--- src/rtl/leading_zeros_pad.sv ---
// rtl/leading_zeros_pad.sv - sequential zero-padding right shifter with valid/ready handshake
module leading_zeros_pad #(
    parameter int SIZE = 8,
    parameter int CW   = $clog2(SIZE)
) (
    input  logic            clk_i,
    input  logic            rst_i,
    input  logic            in_valid_i,
    output logic            in_ready_o,
    input  logic [SIZE-1:0] in_data_i,
    input  logic [CW-1:0]   in_zeros_i,
    output logic            out_valid_o,
    input  logic            out_ready_i,
    output logic [SIZE-1:0] out_data_o,
    output logic            out_lost_o,
    output logic            busy_o
);

    typedef enum logic [1:0] {
        ST_IDLE  = 2'd0,
        ST_SHIFT = 2'd1,
        ST_HOLD  = 2'd2
    } state_t;

    state_t          state_q, state_d;
    logic [SIZE-1:0] data_q, data_d;
    logic [CW-1:0]   rem_q, rem_d;
    logic            lost_q, lost_d;
    logic            accept;

    assign accept = (state_q == ST_IDLE) && in_valid_i;

    always_ff @(posedge clk_i) begin
        if (rst_i) begin
            state_q <= ST_IDLE;
            data_q  <= '0;
            rem_q   <= '0;
            lost_q  <= 1'b0;
        end else begin
            state_q <= state_d;
            data_q  <= data_d;
            rem_q   <= rem_d;
            lost_q  <= lost_d;
        end
    end

    // A counter of one (or an impossible zero) ends the shift phase on this edge.
    always_comb begin
        state_d = state_q;
        case (state_q)
            ST_IDLE: begin
                if (in_valid_i) begin
                    state_d = (in_zeros_i == '0) ? ST_HOLD : ST_SHIFT;
                end
            end
            ST_SHIFT: begin
                if (rem_q <= CW'(1)) begin
                    state_d = ST_HOLD;
                end
            end
            ST_HOLD: begin
                if (out_ready_i) begin
                    state_d = ST_IDLE;
                end
            end
            default: state_d = ST_IDLE;
        endcase
    end

    always_comb begin
        data_d = data_q;
        rem_d  = rem_q;
        lost_d = lost_q;
        if (accept) begin
            data_d = in_data_i;
            rem_d  = in_zeros_i;
            lost_d = 1'b0;
        end else if (state_q == ST_SHIFT) begin
            data_d = {1'b0, data_q[SIZE-1:1]};
            lost_d = lost_q | data_q[0];
            if (rem_q != '0) begin
                rem_d = rem_q - CW'(1);
            end
        end
    end

    always_comb begin
        in_ready_o  = (state_q == ST_IDLE);
        out_valid_o = (state_q == ST_HOLD);
        busy_o      = (state_q != ST_IDLE);
        out_data_o  = data_q;
        out_lost_o  = lost_q;
    end

endmodule

--- config.mk ---
export PLATFORM = sky130hd
export DESIGN_NAME = leading_zeros_pad
export DESIGN_NICKNAME = d
export VERILOG_FILES = /design/src/rtl/leading_zeros_pad.sv
export SDC_FILE = /design/constraint.sdc
export NUM_CORES = 1
export LEC_CHECK = 0
export BUFFER_PORTS_ARGS = -buffer_cell sky130_fd_sc_hd__buf_2
export CAP_MARGIN = 20
export CELL_PAD_IN_SITES_DETAIL_PLACEMENT = 0
export CELL_PAD_IN_SITES_GLOBAL_PLACEMENT = 2
export CORE_MARGIN = 8
export CORE_UTILIZATION = 28
export DETAILED_ROUTE_END_ITERATION = 8
export HOLD_SLACK_MARGIN = 0.1
export PLACE_DENSITY = 0.92
export SLEW_MARGIN = 5
export SYNTH_ARGS = -nofsm -noshare
export SYNTH_HDL_FRONTEND = slang
export SYNTH_SLANG_ARGS = --single-unit
--- constraint.sdc ---
create_clock -name clk_i -period 2.68 [get_ports clk_i]
set_clock_uncertainty 0.15 [all_clocks]
set_input_delay 0.268 -clock clk_i [delete_from_list [all_inputs] [get_ports clk_i]]
set_output_delay 0.268 -clock clk_i [all_outputs]
set_load 0.005 [all_outputs]
# Yosys cells after proc, flatten, opt, wreduce, memory -nomap -nowiden
# Index checks and enable logic that the tools add are counted.
dict set report op_classes {
  n_addsub 1
  order_cmp 1
  eq_ne 5
  mux 10
  n_bitwise 1
  reduce_logical 10
}
# op n
set op_table {}
lappend op_table {{2-to-1 mux 8 bit} 2}
lappend op_table {{2-to-1 mux 3 bit} 3}
lappend op_table {{2-to-1 mux 2 bit} 4}
lappend op_table {{one-hot mux 2 bit (3 select lines)} 1}
lappend op_table {{nonzero test 2 bit} 3}
lappend op_table {{inequality test 2 bit (second input constant)} 2}
lappend op_table {{<= comparator 3 x 1 -> 1 bit (second input constant)} 1}
lappend op_table {{zero test 3 bit} 1}
lappend op_table {{AND reduction 3 bit} 1}
lappend op_table {{nonzero test 3 bit} 1}
lappend op_table {{subtractor 3 x 1 -> 3 bit (second input constant)} 1}
lappend op_table {{== test 2 x 1 -> 1 bit (second input constant)} 1}
lappend op_table {{== test 2 bit (second input constant)} 1}
lappend op_table {{zero test 2 bit} 1}
lappend op_table {{inequality test 2 x 1 -> 1 bit (second input constant)} 1}
lappend op_table {{AND reduction 2 bit} 1}
lappend op_table {{OR reduction 2 bit} 1}
lappend op_table {{logical AND 1 bit} 1}
lappend op_table {{OR 1 bit} 1}
dict set report totals {
  register_bits 14
  inputBits 15
  out_inout_bits 12
  elab_cells 32
}

# Depth between registers and ports, before layout
dict set report depth {
  depth_word 4
  mapped_depth 5
  depth_no_buf 5
}

# Worst setup path after synthesis
# No wires, ideal clock.
dict set report synth_path {
  kind {register to register}
  start {register rem_q[1]}
  end {register state_q[0]}
  setup_time_ns 0.115
  arrival_ns 1.126
  t_required_ns 2.415
  setup_slack_ns 1.290
  stages_incl_launch_ff 6
  path_buffers 0
  period_less_slack_ns 1.390
  cell_sequence {dfxtp_1 > inv_1 > ha_1 > o21ba_2 > nor2_1 > a2111oi_0}
}
dict set report synth_via {
  elab_chain_len 3
}
# item line_no
set synth_lines {}
lappend synth_lines {{start: declaration} 27} ;# logic [CW-1:0] rem_q, rem_d;
lappend synth_lines {{start signal: assignment} 42} ;# rem_q <= rem_d;
lappend synth_lines {{<= comparator 3 x 1 -> 1 bit} 57} ;# if (rem_q <= CW'(1)) begin
lappend synth_lines {{inequality test 2 bit (no line)} n/a}
lappend synth_lines {{AND reduction 3 bit (no line)} n/a}
lappend synth_lines {{end signal: assignment} 40} ;# state_q <= state_d;
lappend synth_lines {{end: declaration} 25} ;# state_t state_q, state_d;
# Every way passes these cells.
# A chain may end at the register's enable or synchronous reset.

# Worst setup path after layout
dict set report layout_path {
  start {register state_q[0]}
  end {output in_ready_o}
}
dict set report layout_via {
  elab_chain_len 1
}
# item line_no
set layout_lines {}
lappend layout_lines {{zero test 2 bit} 88} ;# in_ready_o = (state_q == ST_IDLE);
lappend layout_lines {{end: declaration} 9} ;# output logic in_ready_o,
# Every way passes these cells.

==> run_results.csv <==
group,metric,value,unit
die,dieArea,4580,um^2
timing,timing.final.setup_violations,0,
outcome,run_status,"complete, no violations",
pwr,share_seq_of_total_power,0.442,
die,core_region_area,2500,um^2
routing,post_route_antenna_net_violation_count,0,
worst_setup_path,path_class,"flop to output pin",
die,num_rows,18,
global_route,antenna_found_initial,0,
synth,ys_seq_elements,14,
pwr,netSwitchingFraction,0.327,
clock_network,cts_tree,"built",
clock_network,clk_root_buffer_cell,"clkbuf_4",
worst_setup_path,critical_path_peak_fanout,13,
die,fp.dieH,67.7,um
place,pre_cts_slack,1100,ps
worst_setup_path,crit_path_cell_trace,"clkinv_1 -> nand2_1 -> inv_1 -> buf_2",
place,gp_congestion,0.763,
pwr,intPower,0.412,mW
worst_setup_path,r2r_slack,1080,ps
synth,cell_count_after_synthesis,89,
layout,layout-drive-gt1-share,0.291,
clock_network,cts.repair_timing.setup_buffer_count,0,
pwr,cellLeakagePower,0.416,nW
layout,num_antenna_cells,0,
pwr,worst_ir_drop_vdd,0.308,mV
clock_network,cts_made_buffers,3,
clock_network,htreeDepth,1,
job,timing.max_cap.violations,0,
layout,finish.cell_count_without_fillers,147,
worst_setup_path,regToRegStartpoint,"rem_q[1]",
layout,layout.nets,136,
layout,most-common-layout-cells,"buf_2 (26), dfxtp_1 (14), nor2_1 (8)",
global_route,grt_overflow,0,
global_route,grt_first_pass_wirelength,3.37,mm
pwr,powerDensity,642,nW/um^2
worst_setup_path,endpoint,"in_ready_o",
place,count_of_buffers_from_port_buffering,26,
routing,routedWlPerCell,13.6,um
clock_network,clkLatencyLatePin,290,ps
timing,finalCritPeriodShare,0.719,
synth,synth-warning-count,0,
layout,layout.cell_area.non_filler,955,um^2
worst_setup_path,crit_path_top_delay_cell,"dfxtp_1",
synth,synth_area_per_cell,8.39,um^2
clock_network,clkSinkCount,14,
worst_setup_path,slowest_delay,560,ps
worst_setup_path,cp_data_required_time,2260,ps
worst_setup_path,worst_setup_path_startpoint,"state_q[0]",
timing,max_freq,0.519,GHz
timing,period_minus_slack,1930,ps
synth,leading_area_contributor_after_synthesis,"dfxtp_1",
timing,finalHoldViolCount,0,
timing,tightest_slew,386,ps
place,dpl_cell_area,898,um^2
synth,synthTopCellsByArea,"dfxtp_1 (38%), a211oi_1 (7.0%), o22ai_1 (5.9%)",
synth,synthesis.nets,107,
layout,final_common_cell,"buf_2",
clock_network,clockBufferDepth,2,
synth,synth_seq_area_share,0.375,
global_route,grt_max_degree,15,
routing,avgViaCountPerCell,5.01,
timing,whs,108,ps
routing,first_iter_violations,32,
routing,number_of_iterations_in_the_first_detailed_routing_pass,5,
worst_setup_path,critical_path.endpoint_type,"output pin",
routing,routed_wirelength,2.00,mm
worst_setup_path,worst_path_arrival_time,1510,ps
timing,final-max-slew-violation-count,0,
pwr,combPwrFrac,0.297,
pwr,power.net_switching,0.200,mW
die,die_w,67.7,um
clock_network,clk_pin_slew,100,ps
routing,drc,0,
routing,detailroute.via_count,737,
timing,worst_slew_slack_as_a_fraction_of_its_limit,0.736,
global_route,grt_pass1_vias,751,
timing,final.setup.worst_slack,752,ps
die,floorplan.io_pins,27,
global_route,grt_usage,0.0940,
place,hpwl,1.42,mm
worst_setup_path,reg2regPathDepth,5,
pwr,power.clock.fraction,0.260,
synth,fraction_of_synthesized_cell_area_taken_by_the_top_area_cell_type,0.375,
synth,synthesis.area,747,um^2
timing,rsz0062_at_grt,"no",
layout,synthToLayoutAreaGrowth,27.8,%
place,dp_cells,141,
synth,synth.lib_cells_used.distinct,28,
worst_setup_path,r2r-end,"state_q[0]",
timing,setup-tns-final,0,ps
layout,layout.filler_cells,265,
worst_setup_path,worstSetupStartpointType,"flop",
worst_hold_path,hold_path.class,"input port to flop",
die,start_util,0.299,
[power groups by stage]
stage	clock [mW]	combinational, mW	sequential [mW]
final	0.160	0.182	0.271
after global placement	0	0.179	0.275
after CTS	0.164	0.185	0.271
after global routing	0.174	0.210	0.277
after floorplan	0	0.126	0.265
after detailed placement	0	0.180	0.275
[synth_stat cells]
library cell,instances
a31oi_1,3
and2b_1,1
nand2_1,2
o221a_2,1
o22ai_1,7
o21ai_0,5
nand2b_1,5
o21ba_2,2
or2_0,1
clkinv_1,1
ha_1,3
buf_2,1
or2b_1,1
a32oi_1,1
o211ai_1,1
a2111oi_0,1
or3_1,1
dfxtp_1,14
and3b_1,1
nand3b_1,1
nor2_1,8
clkbuf_1,3
inv_1,6
nor3b_1,2
or3b_4,1
nor2b_1,5
a211oi_1,7
a21oi_1,4
[worst max-delay path: cells and delay by family (launching register included)]
family / cells / cell delay, ps
and+or+nand+nor: 1 / 160
DFF: 1 / 560
buffers and inverters: 3 / 500
[sequential cells by signal (all words and copies together) (netlist names)]
signal,flops
rem_q,3
out_data_o,8
out_lost_o,1
state_q,2
[logic make-up after synthesis]
kind of cell / after synthesis / synth area share
flops: 14 / 0.375
buf+inv: 11 / 0.0569
simple gates: 29 / 0.228
fa+ha+maj: 3 / 0.0503
compound gates: 32 / 0.290
[area by class of cell]
type | count | area, um^2 | share of cell area
flip-flops and latches | 14 | 280 | 0.294
well taps | 30 | 37.5 | 0.0393
multi-input cells | 64 | 424 | 0.444
inverters | 7 | 26.3 | 0.0275
clock buffers | 4 | 36.3 | 0.0380
repair buffers | 28 | 150 | 0.157
[worst min-delay path by stage]
| stage | start | endpoint | depth (start not counted) |
|---|---|---|---|
| 3_5_place_dp | out_data_o[7] | out_data_o[7] | 2 |
| 2_1_floorplan | rst_i | out_data_o[1] | 1 |
| 3_3_place_gp | out_data_o[7] | out_data_o[7] | 2 |
| 6_report | in_zeros_i[1] | rem_q[1] | 3 |
| 4_1_cts | in_zeros_i[1] | rem_q[1] | 3 |
| 5_1_grt | in_zeros_i[1] | rem_q[1] | 3 |
[stage by stage]
| stage | util | total power, mW |
|---|---|---|
| floorplan | - | 0.391 |
| global placement | 0.359 | 0.454 |
| detailed placement | 0.359 | 0.455 |
| CTS | 0.382 | 0.619 |
| global route | 0.382 | 0.661 |
| finish | 0.382 | 0.613 |
[routing by layer]
metal | share of wire | global-route usage | vias to the layer above
met2 | 0.44 | 0.144 | 29
met1 | 0.48 | 0.119 | 328
met3 | 0.072 | 0.0430 | 2
li1 | - | - | 378
met5 | 0 | 0 | -
met4 | 0.0075 | 0.0157 | 0
[what timing repair did]
item | CTS | global route
endpoints found under the hold margin | 2 | 0
endpoints found under the setup margin | 0 | 0
hold buffers | 2 | 0
resized for setup | 0 | 0
Power figures use the tool's default switching activity.
